===== src/rtl/mig_pkg.sv =====
// rtl/mig_pkg.sv - shared command codes, phrase type and FSM states for the MIG traffic generator
package mig_pkg;

   localparam logic [2:0] CMD_WRITE = 3'b000;
   localparam logic [2:0] CMD_READ  = 3'b001;

   typedef logic [127:0] phrase_t;

   typedef enum logic [1:0] {
      WAIT_CAL,
      IDLE,
      WRITE,
      READ
   } tg_state_t;

endpackage


===== src/rtl/rd_return_fifo.sv =====
// rtl/rd_return_fifo.sv - first-word-fall-through buffer for MIG read returns
module rd_return_fifo #(
   parameter int WIDTH = 129,
   parameter int DEPTH = 16
) (
   input  logic                     clk_in,
   input  logic                     rst_in,
   input  logic                     push_in,
   input  logic [WIDTH-1:0]         push_data_in,
   input  logic                     pop_in,
   output logic [WIDTH-1:0]         pop_data_out,
   output logic                     valid_out,
   output logic [$clog2(DEPTH):0]   count_out
);

   localparam int PW = $clog2(DEPTH);
   localparam logic [PW:0] FULL_CNT = (PW+1)'(DEPTH);

   logic [WIDTH-1:0] mem_q [DEPTH];
   logic [PW-1:0]    wr_ptr_q;
   logic [PW-1:0]    rd_ptr_q;
   logic [PW:0]      count_q;
   logic             do_pop;

   assign valid_out    = (count_q != '0);
   assign do_pop       = pop_in && valid_out;
   assign pop_data_out = mem_q[rd_ptr_q];
   assign count_out    = count_q;

   // storage array; the head entry is read combinationally so data falls through
   always_ff @(posedge clk_in) begin
      if (push_in) begin
         mem_q[wr_ptr_q] <= push_data_in;
      end
   end

   // pointers and occupancy; a push into a full buffer is only safe alongside a pop
   always_ff @(posedge clk_in or posedge rst_in) begin
      if (rst_in) begin
         wr_ptr_q <= '0;
         rd_ptr_q <= '0;
         count_q  <= '0;
      end else begin
         assert (!(push_in && !do_pop && count_q == FULL_CNT));
         if (push_in) wr_ptr_q <= wr_ptr_q + 1'b1;
         if (do_pop)  rd_ptr_q <= rd_ptr_q + 1'b1;
         if (push_in && !do_pop)      count_q <= count_q + 1'b1;
         else if (!push_in && do_pop) count_q <= count_q - 1'b1;
      end
   end

endmodule


===== src/rtl/mig_traffic_gen.sv =====
// rtl/mig_traffic_gen.sv - arbitrates phrase writes and frame-buffer reads onto one MIG command port
module mig_traffic_gen
   import mig_pkg::*;
#(
   parameter int FRAME_PHRASES = 38400,
   parameter int ADDR_W        = 27,
   parameter int ADDR_STEP     = 8,
   parameter int RD_FIFO_DEPTH = 16
) (
   input  logic              clk_in,
   input  logic              rst_in,
   input  logic              calib_in,
   input  logic              rd_en_in,
   input  logic              wr_valid_in,
   output logic              wr_ready_in,
   input  logic [127:0]      wr_data_in,
   input  logic              wr_tuser_in,
   output logic              rd_valid_out,
   input  logic              rd_ready_out,
   output logic [127:0]      rd_data_out,
   output logic              rd_tuser_out,
   output logic [ADDR_W-1:0] app_addr,
   output logic [2:0]        app_cmd,
   output logic              app_en,
   input  logic              app_rdy,
   output logic [127:0]      app_wdf_data,
   output logic              app_wdf_wren,
   output logic              app_wdf_end,
   output logic [15:0]       app_wdf_mask,
   input  logic              app_wdf_rdy,
   input  logic [127:0]      app_rd_data,
   input  logic              app_rd_data_valid
);

   localparam int CW = $clog2(FRAME_PHRASES * ADDR_STEP);
   localparam int OW = $clog2(RD_FIFO_DEPTH) + 1;
   localparam logic [CW-1:0] STEP_C     = CW'(ADDR_STEP);
   localparam logic [CW-1:0] LAST_ADDR  = CW'((FRAME_PHRASES - 1) * ADDR_STEP);
   localparam logic [CW-1:0] LAST_PHR   = CW'(FRAME_PHRASES - 1);
   localparam logic [OW:0]   DEPTH_C    = (OW+1)'(RD_FIFO_DEPTH);
   localparam logic          GRANT_WR   = 1'b0;
   localparam logic          GRANT_RD   = 1'b1;

   tg_state_t     state_q, state_d;
   logic          last_grant_q, last_grant_d;
   logic          cmd_done_q, cmd_done_d;
   logic          data_done_q, data_done_d;
   logic [CW-1:0] wr_addr_q, wr_addr_d;
   logic [CW-1:0] rd_addr_q, rd_addr_d;
   logic [CW-1:0] rd_ret_cnt_q;
   logic [OW-1:0] outstanding_q;
   logic [OW-1:0] fifo_cnt;
   logic [OW:0]   credit_sum;
   logic          rd_issue;
   logic          wr_elig, rd_elig, cmd_ok, data_ok;
   logic [128:0]  fifo_dout;

   function automatic logic [CW-1:0] next_addr(input logic [CW-1:0] a);
      return (a == LAST_ADDR) ? '0 : a + STEP_C;
   endfunction

   assign credit_sum   = {1'b0, outstanding_q} + {1'b0, fifo_cnt};
   assign wr_elig      = wr_valid_in;
   assign rd_elig      = rd_en_in && (credit_sum < DEPTH_C);
   assign cmd_ok       = cmd_done_q || app_rdy;
   assign data_ok      = data_done_q || app_wdf_rdy;
   assign app_wdf_data = wr_data_in;
   assign app_wdf_end  = app_wdf_wren;
   assign app_wdf_mask = '0;
   assign rd_data_out  = fifo_dout[127:0];
   assign rd_tuser_out = fifo_dout[128];

   // next-state, arbitration and MIG command outputs
   always_comb begin
      state_d      = state_q;
      last_grant_d = last_grant_q;
      cmd_done_d   = cmd_done_q;
      data_done_d  = data_done_q;
      wr_addr_d    = wr_addr_q;
      rd_addr_d    = rd_addr_q;
      app_en       = 1'b0;
      app_cmd      = CMD_WRITE;
      app_addr     = '0;
      app_wdf_wren = 1'b0;
      wr_ready_in  = 1'b0;
      rd_issue     = 1'b0;
      unique case (state_q)
         WAIT_CAL: begin
            if (calib_in) state_d = IDLE;
         end
         IDLE: begin
            if (!calib_in) begin
               state_d = WAIT_CAL;
            end else if (wr_elig && (!rd_elig || last_grant_q == GRANT_RD)) begin
               state_d      = WRITE;
               last_grant_d = GRANT_WR;
            end else if (rd_elig) begin
               state_d      = READ;
               last_grant_d = GRANT_RD;
            end
         end
         WRITE: begin
            // a frame-start phrase always lands at the base of the buffer
            app_en       = !cmd_done_q;
            app_addr     = wr_tuser_in ? '0 : ADDR_W'(wr_addr_q);
            app_wdf_wren = !data_done_q;
            cmd_done_d   = cmd_ok;
            data_done_d  = data_ok;
            if (cmd_ok && data_ok) begin
               wr_ready_in = 1'b1;
               cmd_done_d  = 1'b0;
               data_done_d = 1'b0;
               wr_addr_d   = wr_tuser_in ? STEP_C : next_addr(wr_addr_q);
               state_d     = calib_in ? IDLE : WAIT_CAL;
            end
         end
         READ: begin
            app_en   = 1'b1;
            app_cmd  = CMD_READ;
            app_addr = ADDR_W'(rd_addr_q);
            if (app_rdy) begin
               rd_issue  = 1'b1;
               rd_addr_d = next_addr(rd_addr_q);
               state_d   = calib_in ? IDLE : WAIT_CAL;
            end
         end
      endcase
   end

   // FSM, address counters and write handshake tracking
   always_ff @(posedge clk_in or posedge rst_in) begin
      if (rst_in) begin
         state_q      <= WAIT_CAL;
         last_grant_q <= GRANT_RD;
         cmd_done_q   <= 1'b0;
         data_done_q  <= 1'b0;
         wr_addr_q    <= '0;
         rd_addr_q    <= '0;
      end else begin
         state_q      <= state_d;
         last_grant_q <= last_grant_d;
         cmd_done_q   <= cmd_done_d;
         data_done_q  <= data_done_d;
         wr_addr_q    <= wr_addr_d;
         rd_addr_q    <= rd_addr_d;
      end
   end

   // reads in flight and frame position of returning beats
   always_ff @(posedge clk_in or posedge rst_in) begin
      if (rst_in) begin
         outstanding_q <= '0;
         rd_ret_cnt_q  <= '0;
      end else begin
         if (rd_issue && !app_rd_data_valid)      outstanding_q <= outstanding_q + 1'b1;
         else if (!rd_issue && app_rd_data_valid) outstanding_q <= outstanding_q - 1'b1;
         if (app_rd_data_valid) rd_ret_cnt_q <= (rd_ret_cnt_q == LAST_PHR) ? '0 : rd_ret_cnt_q + 1'b1;
      end
   end

   rd_return_fifo #(
      .WIDTH (129),
      .DEPTH (RD_FIFO_DEPTH)
   ) u_rd_fifo (
      .clk_in       (clk_in),
      .rst_in       (rst_in),
      .push_in      (app_rd_data_valid),
      .push_data_in ({rd_ret_cnt_q == '0, app_rd_data}),
      .pop_in       (rd_ready_out),
      .pop_data_out (fifo_dout),
      .valid_out    (rd_valid_out),
      .count_out    (fifo_cnt)
   );

endmodule

===== config.mk =====
export PLATFORM = sky130hd
export DESIGN_NAME = mig_traffic_gen
export DESIGN_NICKNAME = d
export VERILOG_FILES = /design/src/rtl/mig_pkg.sv /design/src/rtl/rd_return_fifo.sv /design/src/rtl/mig_traffic_gen.sv
export SDC_FILE = /design/constraint.sdc
export NUM_CORES = 2
export LEC_CHECK = 0
export ABC_AREA = 1
export CORE_ASPECT_RATIO = 2
export CORE_MARGIN = 1
export CORE_UTILIZATION = 40
export CTS_CLUSTER_SIZE = 40
export DETAILED_ROUTE_END_ITERATION = 8
export GPL_TIMING_DRIVEN = 1
export PLACE_DENSITY = 0.65
export SLEW_MARGIN = 20
export SYNTH_ARGS = -nofsm -noshare
export SYNTH_HDL_FRONTEND = slang
export SYNTH_SLANG_ARGS = --single-unit

===== constraint.sdc =====
create_clock -name clk_in -period 6.8 [get_ports clk_in]
set_input_delay 1.02 -clock clk_in [delete_from_list [all_inputs] [get_ports clk_in]]
set_output_delay 1.02 -clock clk_in [all_outputs]
set_load 0.01 [all_outputs]

==> impl_metrics.toml <==
[worst_hold_path]
holdCritPathClass = "register to register"
worstHoldStart = "rd_ret_cnt_q[18]$_DFFE_PP0P_"
hold_path_depth = 1
holdPathEnd = "rd_ret_cnt_q[18]$_DFFE_PP0P_"

[floorplanning]
core_area_mm2 = 0.212
initial_core_util_pct = 40.3
rows = 239
die_y_um = 656
dieArea_mm2 = 0.216
pin_count = 574
die_w_um = 329

[status]
violations = "design-rule violations"
status = "finished, violations left"

[critical_path]
cp_max_fo = 138
worstSetupEndpointType = "output port"
reg2reg_to = "wr_addr_q[12]$_DFFE_PP0P_"
path_class = "register to output port"
required_ns = 5.78
reg2reg_from = "state_q[1]$_DFFE_PP0P_"
rrSetupSlack_ns = 3.73
rr_worst_depth = 9
worstPathArrival_ns = 4.71
start_kind = "register"

[timing]
setup_violations = 0
drv_slew = 0
fmax_ghz = 0.175
finalHoldViolCount = 0
min_period_ns = 5.73
rsz0062_at_grt = "no"
min_period_over_period_pct = 84.2
fin_skew_ns = 0.0723
max_slew_margin_pct = 9.40
tightest_slew_ns = 1.36

[detailed_routing]
first_pass_iters = 9
vias_per_cell = 5.77
ant_nets = 0
drc = 323
drt-total-wl_um = 253000
num_vias = 54200
routedWlPerCell_um = 26.9
drt_iter0_drc = 5533

[cts]
cts.htree.levels = 4
numCtsBuffers = 192
clk_pin_slew_ns = 0.06
post_cts_buffers = 0
cts_root_buf = "clkbuf_16"
cts_resized = 0
cts_tree = "yes"
clock_sinks = 2138
worstSkewPairLatency_ns = 0.88
clk_path_buf_depth = 4
hold_buffers = 0

[job]
max-cap-violations = 0

[power_and_ir_drop]
p_leak_uw = 0.0306
power.total_uw = 41800
peakVddDrop_mv = 0.431
powerDensity_mw_per_mm2 = 434

[global_route]
grt_max_degree = 276
grt_pass1_wl_um = 363000
grtUsageTotal_pct = 22.8
grt_pass1_vias = 53700
grt_overflow_total = 0
antenna_found_initial = 27

[synth]
synthFlopType = "edfxtp_1"
async_flop_share_pct = 3.46
ys_seq_elements = 2138
seq_area_frac_synth_pct = 74.7
synth_edf_count = 2064
syn_avg_cell_area_um2 = 13.2
synth.cell_area_mm2 = 0.0855
synthCells = 6474
yosysWarnings = 0
synth_cell_types = 46

[placed_design]
port_buffers = 288
dp_hpwl_um = 131000
gp_congestion = 0.802
dpl.cell_count = 9052

[layout]
synthToLayoutAreaGrowth_pct = 12.7
layout-drive-gt1-share_pct = 5.76
fin_nets = 6764
fin_cells = 9404
==> how the worst max path moves through the flow <==
stage | from | to | slack (ns)
after floorplan | app_rd_data_valid | u_rd_fifo.mem_q[15][0]$_DFFE_PP_ | -0.69
after global placement | u_rd_fifo.rd_ptr_q[0]$_DFFE_PP0P_ | rd_data_out[53] | 1.96
after detailed placement | u_rd_fifo.rd_ptr_q[0]$_DFFE_PP0P_ | rd_data_out[53] | 1.96
after CTS | u_rd_fifo.rd_ptr_q[0]$_DFFE_PP0P_ | rd_data_out[53] | 1.05
after global routing | u_rd_fifo.rd_ptr_q[0]$_DFFE_PP0P_ | rd_data_out[37] | 0.82
final | u_rd_fifo.rd_ptr_q[1]$_DFFE_PP0P_ | rd_data_out[107] | 1.07
==> layer usage <==
metal	GRT usage [%]	wire, µm	share of wire, %
met1	25.8	89700	35
met2	38.1	124000	49
met3	5.57	22100	8.8
met4	14.9	17500	6.9
met5	0	146	0.058
==> per-stage QoR <==
| stage | utilization, % | hold WS (ns) | TNS [ns] | instance area [µm²] | setup slack [ns] |
|---|---|---|---|---|---|
| 5_1_grt | 45.4 | 0.496 | 0 | 96300 | 0.816 |
| 3_5_place_dp | 42.5 | 0.481 | 0 | 90200 | 1.96 |
| 2_1_floorplan | - | 0.443 | -1374.53 | 85600 | -0.694 |
| 6_report | 45.4 | 0.495 | 0 | 96300 | 1.07 |
| 4_1_cts | 45.4 | 0.496 | 0 | 96300 | 1.05 |
| 3_3_place_gp | 42.5 | 0.461 | 0 | 90200 | 1.96 |
==> state kept, by name (all words and copies together), names as in the netlist <==
signal / cells
cmd_done_q: 1
data_done_q: 1
last_grant_q: 1
outstanding_q: 5
rd_addr_q: 16
rd_ret_cnt_q: 19
state_q: 2
u_rd_fifo.count_out: 5
u_rd_fifo.mem_q: 2064
u_rd_fifo.rd_ptr_q: 4
u_rd_fifo.wr_ptr_q: 4
wr_addr_q: 16
==> synth_stat cells (28+ instances only) <==
cell      number  area, µm²
inv_1         87        327
o21ai_0     1132       5670
o221ai_1     184       1610
xor2_1        28        245
clkbuf_1     225        845
edfxtp_1    2064      62000
buf_4        180       1350
o211ai_1     122        916
nor2_1      1256       4710
buf_2        158        791
nand2_1      315       1180
nand3_1      127        636
dfrtp_1       73       1830
o21ai_1       94        470
o22ai_1      274       1710
==> worst max-delay path, cell delays in order, from the launching register on <==
cell and delay, ns:
dfrtp_4 0.74, inv_8 0.73, buf_12 0.61, o21ai_0 0.24, o22ai_1 0.19, nand2_1 0.09
nand2_1 0.11, nand2_1 0.05, o21ai_1 0.22, clkdlybuf4s50_1 0.61
==> report_power, final <==
part	internal (µW)	switching [µW]	total (µW)
clock	6070	4790	10900
combinational	4660	9830	14500
sequential	15800	616	16400
total	26600	15200	41800
==> kinds of logic (layout without fill, tap and decap cells) <==
group	count (synthesis)	after routing	share of synthesized area (%)
flip-flops	2138	2138	74.7
adder cells (fa/ha/maj)	23	23	0.354
AND/OR/NAND/NOR	1751	1751	8.02
XOR/XNOR	33	33	0.338
buffers and inverters	688	803	4.15
multiplexers	1	1	0.0117
AO/OA/AOI/OAI	1839	1839	12.4
other	1	45	0.00439
==> cell type report <==
cell class,instances,area (µm²)
diodes,16,40.0
clock buffers,227,4980
clock inverters,109,1160
fillers,18400,116000
inverters,91,378
multi-input cells,3676,18300
flip-flops and latches,2138,63800
well taps,2771,3470
repair buffers,376,4160
==> cell usage in the layout (no fill, tap or decap), types with 16 or more instances in the layout <==
cell | netlist | routed
dfrtp_1 | 73 | 69
o211ai_1 | 122 | 122
clkinv_2 | 0 | 29
o221ai_1 | 184 | 184
edfxtp_1 | 2064 | 2064
nand2_1 | 315 | 315
nand4_1 | 19 | 19
buf_12 | 0 | 49
o21ai_0 | 1132 | 1132
nor2_4 | 2 | 18
nor2_1 | 1256 | 1240
ha_1 | 21 | 21
nand3_1 | 127 | 127
nor3_1 | 20 | 20
clkbuf_16 | 0 | 194
inv_1 | 87 | 86
clkdlybuf4s50_1 | 0 | 288
o22ai_1 | 274 | 274
conb_1 | 1 | 29
diode_2 | 0 | 16
buf_4 | 180 | 39
o21ai_1 | 94 | 94
bufinv_16 | 0 | 22
clkinv_1 | 2 | 40
xor2_1 | 28 | 28
clkbuf_1 | 225 | 33
(Power assumes the default switching activity.)
